<file path="src/rtl/imm_ext_arbiter_pkg.sv">
// Shared processor package: immediate extension widths and output-stage state encoding.
package imm_ext_arbiter_pkg;

  localparam int unsigned IMM_IN_W  = 12;
  localparam int unsigned IMM_OUT_W = 16;

  typedef enum logic {
    ST_EMPTY = 1'b0,
    ST_FULL  = 1'b1
  } out_state_e;

endpackage : imm_ext_arbiter_pkg

</file>
<file path="src/rtl/imm_ext_arbiter_extend.sv">
// imm_extend_unit: combinational zero/sign extension of an immediate field.
// Sign extension is honoured only when IMM_EXT_SIGN_EN is defined.
module imm_extend_unit
  import imm_ext_arbiter_pkg::*;
#(
  parameter int unsigned IN_W  = IMM_IN_W,
  parameter int unsigned OUT_W = IMM_OUT_W
) (
  input  logic [IN_W-1:0]  i_field,
  input  logic             i_sign,
  output logic [OUT_W-1:0] o_ext
);

  logic w_fill;

`ifdef IMM_EXT_SIGN_EN
  assign w_fill = i_sign & i_field[IN_W-1];
`else
  logic w_unused_sign;
  assign w_unused_sign = i_sign;
  assign w_fill        = 1'b0;
`endif

  assign o_ext = {{(OUT_W-IN_W){w_fill}}, i_field};

endmodule : imm_extend_unit

</file>
<file path="src/rtl/imm_ext_arbiter.sv">
// Two-requester round-robin arbiter feeding one registered immediate-extension output stage.
// Optional macro IMM_EXT_SIGN_EN enables per-request sign extension.
module imm_ext_arbiter
  import imm_ext_arbiter_pkg::*;
#(
  parameter int unsigned IN_W  = IMM_IN_W,
  parameter int unsigned OUT_W = IMM_OUT_W
) (
  input  logic             clk,
  input  logic             rst_n,
  input  logic             req0_valid,
  output logic             req0_ready,
  input  logic [IN_W-1:0]  req0_field,
  input  logic             req0_sign,
  input  logic             req1_valid,
  output logic             req1_ready,
  input  logic [IN_W-1:0]  req1_field,
  input  logic             req1_sign,
  output logic             out_valid,
  input  logic             out_ready,
  output logic [OUT_W-1:0] out_data,
  output logic             out_src
);

  if (OUT_W <= IN_W) begin : g_width_check
    $error("imm_ext_arbiter: OUT_W must exceed IN_W");
  end

  out_state_e       r_state, w_state_nxt;
  logic             r_last_grant;
  logic [OUT_W-1:0] r_data;
  logic             r_src;

  logic             w_can_accept;
  logic             w_grant0, w_grant1, w_grant_any, w_grant_idx;
  logic [IN_W-1:0]  w_sel_field;
  logic             w_sel_sign;
  logic [OUT_W-1:0] w_ext;

  assign w_can_accept = (r_state == ST_EMPTY) || out_ready;

  // On a tie the requester that did not win last time takes the slot.
  assign w_grant0    = w_can_accept & req0_valid & (~req1_valid | r_last_grant);
  assign w_grant1    = w_can_accept & req1_valid & (~req0_valid | ~r_last_grant);
  assign w_grant_any = w_grant0 | w_grant1;
  assign w_grant_idx = w_grant1;

  assign w_sel_field = w_grant_idx ? req1_field : req0_field;
  assign w_sel_sign  = w_grant_idx ? req1_sign  : req0_sign;

  imm_extend_unit #(
    .IN_W  (IN_W),
    .OUT_W (OUT_W)
  ) u_extend (
    .i_field (w_sel_field),
    .i_sign  (w_sel_sign),
    .o_ext   (w_ext)
  );

  always_comb begin
    w_state_nxt = r_state;
    if (w_grant_any) begin
      w_state_nxt = ST_FULL;
    end else if ((r_state == ST_FULL) && out_ready) begin
      w_state_nxt = ST_EMPTY;
    end
  end

  always_ff @(posedge clk or negedge rst_n) begin
    if (!rst_n) begin
      r_state      <= ST_EMPTY;
      r_data       <= '0;
      r_src        <= 1'b0;
      r_last_grant <= 1'b1;
    end else begin
      r_state <= w_state_nxt;
      if (w_grant_any) begin
        r_data       <= w_ext;
        r_src        <= w_grant_idx;
        r_last_grant <= w_grant_idx;
      end
    end
  end

  assign req0_ready = w_grant0;
  assign req1_ready = w_grant1;
  assign out_valid  = (r_state == ST_FULL);
  assign out_data   = r_data;
  assign out_src    = r_src;

endmodule : imm_ext_arbiter

</file>
<file path="config.mk">
export PLATFORM = sky130hd
export DESIGN_NAME = imm_ext_arbiter
export DESIGN_NICKNAME = d
export VERILOG_FILES = /design/src/rtl/imm_ext_arbiter_pkg.sv /design/src/rtl/imm_ext_arbiter_extend.sv /design/src/rtl/imm_ext_arbiter.sv
export SDC_FILE = /design/constraint.sdc
export NUM_CORES = 1
export LEC_CHECK = 0
export CELL_PAD_IN_SITES_DETAIL_PLACEMENT = 0
export CELL_PAD_IN_SITES_GLOBAL_PLACEMENT = 2
export CORE_UTILIZATION = 27
export DETAILED_ROUTE_END_ITERATION = 8
export PLACE_DENSITY = 0.82
export SYNTH_ARGS = -nofsm -noshare
export SYNTH_HDL_FRONTEND = slang
export SYNTH_HIERARCHICAL = 1
export SYNTH_SLANG_ARGS = --single-unit
</file>
<file path="constraint.sdc">
create_clock -name clk -period 2.8 [get_ports clk]
set_input_delay 0.7 -clock clk [delete_from_list [all_inputs] [get_ports clk]]
set_output_delay 0.7 -clock clk [all_outputs]
set_load 0.05 [all_outputs]
</file>
Word level (Yosys, flattened, before mapping)
Index checks and enable logic that the tools add are counted.
Storage, ports and cells
  bits in registers: 15
  input bits: 31
Cells by class
  muxes and demuxes: 3
  bitwise logic cells: 11
  reductions and logical operators: 3
Operators with widths (number)
  $mux W12: 1
  $and A1 B1 Y1: 4
  $not A1 Y1: 4
  $or A1 B1 Y1: 3
  $mux W1: 2
  $reduce_bool A2 Y1: 1
  $logic_and A1 B1 Y1: 1
  $logic_or A1 B1 Y1: 1

Longest topological paths before layout
Gate-level depths: netlist of run 1.
  depth in word-level cells: 6
  gate-level depth with buffers: 6
  gate-level depth less buffers: 4

By module
The synthesis of run 1 kept the hierarchy.
By module, submodules not included
  imm_ext_arbiter: instances 1, cells each 64, area an instance 963.4 um^2, seq. area each 476.7 um^2
  imm_extend_unit: instances 1, cells each 17, area an instance 123.9 um^2, seq. area each 0.0 um^2

Least setup slack after synthesis of run 1
Ideal clock, no wire load.
  path kind: input port to output port
  start: in out_ready
  end: out req1_ready
  arrival time: 1.441 ns
  slack: 0.659 ns
  cell stages on the path: 4
  buffers on the path: 1
  path through: nand2b_4 > nand3_2 > buf_6 > inv_1
On the way
  word-level cells in the longest chain between the ends: 3
RTL lines
  start: declaration: RTL line imm_ext_arbiter.sv:20  | input logic out_ready,
  $logic_or A1 B1 Y1: RTL line imm_ext_arbiter.sv:40  | assign w_can_accept = (r_state == ST_EMPTY) || out_ready;
  $and A1 B1 Y1 (2 in a row): RTL line imm_ext_arbiter.sv:44  | assign w_grant1 = w_can_accept & req1_valid & (~req0_valid | ~r_last_grant);
  end: declaration: RTL line imm_ext_arbiter.sv:16  | output logic req1_ready,
Every way passes these cells.

Worst setup path after layout of run 1
  start: in req1_valid
  end: out req1_ready
On the way
  word-level cells in the longest chain between the ends: 2
RTL lines
  start: declaration: RTL line imm_ext_arbiter.sv:15  | input logic req1_valid,
  $and A1 B1 Y1 (2 in a row): RTL line imm_ext_arbiter.sv:44
Every way passes these cells.

==> impl_metrics.py, run 1 <==
metrics = {
    "timing": {
        "slew_viol_final": 0,
        "rsz0062_at_grt": "no",
        "period_needed_ns": 2.517,
        "period_share": 0.8989,
        "clock.fmax_mhz": 397.3,
        "tightest_slew_ns": 0.5096,
        "hold_violations": 0,
        "setup_tns_ns": 0,
        "finClkSkew_ns": 0.003671,
        "maxSlewHeadroom": 0.6592,
        "setup_viol": 0,
    },
    "pwr": {
        "clock_power_share": 0.192,
        "p_per_area_nw_per_um2": 611.0,
        "power.share.switching": 0.3563,
        "power_switching_uw": 339.7,
        "combPwrFrac": 0.442,
        "power_leakage_nw": 0.6662,
        "seqPwrFrac": 0.366,
        "vdd_drop_max_v": 0.0003293,
        "power.internal_uw": 613.6,
    },
    "cells_and_area": {
        "final_layout_size_suffix_gt1_frac": 0.3417,
        "n_antenna_cell": 0,
        "fin_cells": 168,
        "final_nets": 152,
        "area_delta_synth_final_pct": 45.00,
    },
    "die": {
        "die_w_um": 65.13,
        "core-area_um2": 3744,
        "start_util": 0.2874,
        "die-area_um2": 4242,
        "die_h_um": 65.13,
        "io_pins": 51,
        "rows": 22,
    },
    "synth": {
        "synth_cells": 80,
        "synth.avg_cell_area_um2": 13.45,
        "synth_area_um2": 1076,
        "yosys_warnings": 6,
    },
    "critical_path": {
        "worst-path-stages": 4,
        "critPathCaptureType": "output port",
        "worstPathRequired_ns": 2.10,
        "crit_start": "req1_valid",
        "rr_startpoint": "r_last_grant",
        "critPathMaxFanout": 7,
        "cp_cell_sequence": "clkdlybuf4s50_1 > nand3_2 > inv_1 > buf_12",
        "start_kind": "input pin",
        "worstSetupPathType": "in -> out",
        "worstRegToRegCells": 5,
        "crit_family": "buffers and inverters",
        "cp.arrival_ns": 1.82,
        "path_buf_inv": 3,
        "endpoint": "req1_ready",
        "timing.rr.end": "out_data[9]",
        "reg2reg_slack_ns": 1.10,
        "slowest_stage": "clkdlybuf4s50_1",
        "critPathMaxStageDelay_ns": 0.59,
    },
    "routing": {
        "drcViolationCount": 0,
        "drt_iter0_drc": 40,
        "detail-route-antenna-nets": 0,
        "routed_wl_um": 2072,
        "viasPerCell": 4.143,
        "vias": 696,
        "drt_first_pass_iters": 4,
        "post_drt_wl_per_cell_um": 12.33,
    },
    "clock_tree": {
        "clk_latency_ns": 0.25,
        "cts_tree": "yes",
        "clockRootBuffer": "clkbuf_8",
        "clk_pin_slew_ns": 0.06,
        "cts_buffers": 3,
        "clockBufferDepth": 2,
        "clock_sinks": 19,
        "cts-resized-gates": 0,
        "htree_levels": 1,
        "ctsHoldBuffers": 0,
        "cts_setup_buffers": 0,
    },
    "global_routing": {
        "grt.total_usage": 0.1106,
        "grt_pass1_wl_um": 3594,
        "overflow": 0,
        "grt_pass1_vias": 820,
        "antenna_found_initial": 0,
        "grt_max_degree": 20,
    },
    "flow_run": {
        "maxCapViolCount": 0,
    },
    "placement": {
        "dp.cells": 164,
        "dpl.hpwl_um": 1601,
        "port_buffers": 48,
        "gp_congestion": 0.6469,
    },
    "outcome": {
        "status": "finished, final reports clean",
    },
    "worst_hold_path": {
        "hold_class": "reg -> reg",
    },
}
placed cells by master (no fill, tap or decap):
cell type	n
clkdlybuf4s50_1	46
mux2_2	18
dfrtp_1	18
mux2_4	10
buf_4	4
conb_1	4
clkbuf_8	3
nand2_1	2
nor2_1	2
a21oi_1	2
buf_12	2
nand2b_4	1
nand3_2	1
inv_1	1
nand2b_1	1
and3_2	1
o21a_1	1
a31oi_1	1
clkbuf_1	1
dfstp_2	1
metrics by stage:
step	util	hold WS (ns)	power, mW	area, µm²	setup WS [ns]
after global placement	0.4047	0.4778	0.7725	1515	0.2884
final	0.4168	0.5078	0.9533	1560	0.2832
after global routing	0.4168	0.5234	1.002	1560	0.1978
after CTS	0.4168	0.5118	0.9685	1560	0.2562
after detailed placement	0.4047	0.4916	0.7771	1515	0.2517
after floorplan	-	0.4044	0.6451	1087	0.6792
worst register-to-register path, stage by stage (launching register included):
cell	delay (ns)
dfstp_2	0.55
nand2_1	0.06
nand3_2	0.17
buf_4	0.21
mux2_2	0.35
mux2_4	0.26
sequential cells by signal, indices dropped and copies added (netlist names):
signal,cells
out_data,16
out_src,1
out_valid,1
r_last_grant,1
worst min-delay path by stage:
| stage | start | to | slack (ns) | cells after the start |
|---|---|---|---|---|
| final | out_data[15] | out_data[15] | 0.51 | 1 |
| after global routing | out_data[15] | out_data[15] | 0.52 | 1 |
| after CTS | out_data[15] | out_data[15] | 0.51 | 1 |
| after detailed placement | out_data[8] | out_data[8] | 0.49 | 1 |
| after global placement | out_src | out_src | 0.48 | 2 |
| after floorplan | rst_n | out_data[0] | 0.40 | 0 |
routing by layer:
metal | share of wire | GRT usage | vias up
met4 | 0 | 0 | 0
met3 | 0.071 | 0.04167 | 0
met5 | 0 | 0 | -
met1 | 0.40 | 0.1163 | 339
met2 | 0.52 | 0.2188 | 26
li1 | - | - | 331
cell type report:
cell class              count  area [µm²]
well taps                  48       60.06
multi-input cells          44       444.2
repair buffers             52       530.5
flip-flops and latches     19       476.7
clock buffers               4       45.04
inverters                   1       3.754
fillers                   369        2183
power groups by stage:
stage	clock (mW)	sequential, mW	combinational [mW]
2_1_floorplan	0	0.502	0.143
3_3_place_gp	0	0.352	0.420
3_5_place_dp	0	0.353	0.424
4_1_cts	0.194	0.349	0.425
5_1_grt	0.203	0.357	0.442
6_report	0.183	0.349	0.421
Power figures use the tool's default switching activity.
==> run 2: changes to the inputs <==
--- a/config.mk
+++ b/config.mk
@@ -10,6 +10,7 @@
 export CORE_UTILIZATION = 27
 export DETAILED_ROUTE_END_ITERATION = 8
 export PLACE_DENSITY = 0.82
+export SKIP_CTS_REPAIR_TIMING = 1
 export SYNTH_ARGS = -nofsm -noshare
 export SYNTH_HDL_FRONTEND = slang
 export SYNTH_HIERARCHICAL = 1
==> results of run 2 <==
The final DEF is identical to that of run 1; final timing and power are the same.
==> RTL edit, RTL diff (config.mk and constraints of run 1) <==
Build with the macro `IMM_EXT_SIGN_EN` defined.
--- a/src/rtl/imm_ext_arbiter_extend.sv
+++ b/src/rtl/imm_ext_arbiter_extend.sv
@@ -1,5 +1,7 @@
 // imm_extend_unit: combinational zero/sign extension of an immediate field.
 // Sign extension is honoured only when IMM_EXT_SIGN_EN is defined.
+`define IMM_EXT_SIGN_EN
+
 module imm_extend_unit
   import imm_ext_arbiter_pkg::*;
 #(
Check against the original RTL: not equivalent (Yosys sat finds a counterexample within 4 cycles, from zero or initial values and one cycle with rst_n low).
==> RTL edit against run 1 <==
  * Cell count decreased by 0.60%
  * Wire length increased by 2.7%
  * Area after synthesis increased by 1.3%
  * Sequential share of layout area down 0.32 points
  * Design area rose by 1.0%
  * Total power is 2.3% higher
  * Setup slack better by 0.059 ns
  * Sequential cell count unchanged
  * Synthesized cell count grew 1.3%
==> RTL edit: results (changes against run 1) <==
- The total placed instance area was 1530 sq um (+0.99%).
- Vias in the first global route: 746 (-9.0%)
- Vias: 705 (+1.3%)
- The final-layout worst hold slack came to 0.508 ns (-0.0000270 ns).
- The first-pass iteration count of the detailed router came to 3 (-1).
- The worst setup timing slack at the placement stage was 0.335 ns (+0.0836 ns).
* Post-DP HPWL: 1.59 mm (-0.97%)
* Final-stage net count: 151 (-0.66%)
- In this run the most critical hold path is launched from out_src$_DFFE_PN0P_.
- Status: finished clean
- The count of placed standard cells in the final layout, fillers left out came to 167 (-0.60%).
* Seq pwr: 350 uW (about the same)
- Final Skew: 0.00462 ns (+0.000945 ns)
- Number of cells on the worst hold path: 2 (+1)
- Capture endpoint of the worst hold path: out_src$_DFFE_PN0P_
* Leakage Power: 0.000671 uW (+0.68%)
- The maximum ir drop on the vdd rail came to 0.000213 V (-35%).
- The number of inserted filler cells in the final layout was 344 (-6.8%).
- The internal power is 618 uW (+0.75%).
- The wire length of the first global-routing pass is 3.65 mm (+1.6%).
- PortBufs: 50 (+4.2%)
- Clock network fraction of design power: 19.8% (+0.6 points)
- In this run the critical register-to-register path is captured at out_data[15]$_DFFE_PN0P_.
- The gate count after technology mapping was 81 (+1.3%).
* Minimum period implied by the final worst setup slack: 2.46 ns (-0.0588 ns)
- The arrival time at the worst endpoint was 1.76 ns (-0.06 ns).
==> RTL edit: routing by layer <==
layer,track usage (%),routed length [microns],vias up
met1,13.6,908,340
met2,19.8,1070,25
li1,-,-,335
met5,0,0,-
met3,2.08,95,5
met4,6.52,55,0
==> RTL edit: logic make-up (layout without fill, tap and decap cells) <==
group | after synthesis | count (layout) | synth area share, %
flip-flops | 19 | 19 | 43.7
AND/OR/NAND/NOR | 9 | 9 | 5.40
AO/OA/AOI/OAI | 4 | 4 | 2.18
buffers and inverters | 20 | 58 | 15.3
multiplexers | 29 | 29 | 33.4
==> RTL edit: layout make-up <==
| type | count | area (sq um) | area share (%) |
|---|---|---|---|
| Sequential cell | 19 | 477 | 30.2 |
| Timing Repair Buffer | 53 | 543 | 34.4 |
| Inverter | 1 | 3.75 | 0.238 |
| Multi-Input combinational cell | 42 | 447 | 28.3 |
| Clock inverter | 1 | 5.00 | 0.317 |
| Clock buffer | 3 | 41.3 | 2.62 |
| Tap cell | 48 | 60.1 | 3.81 |
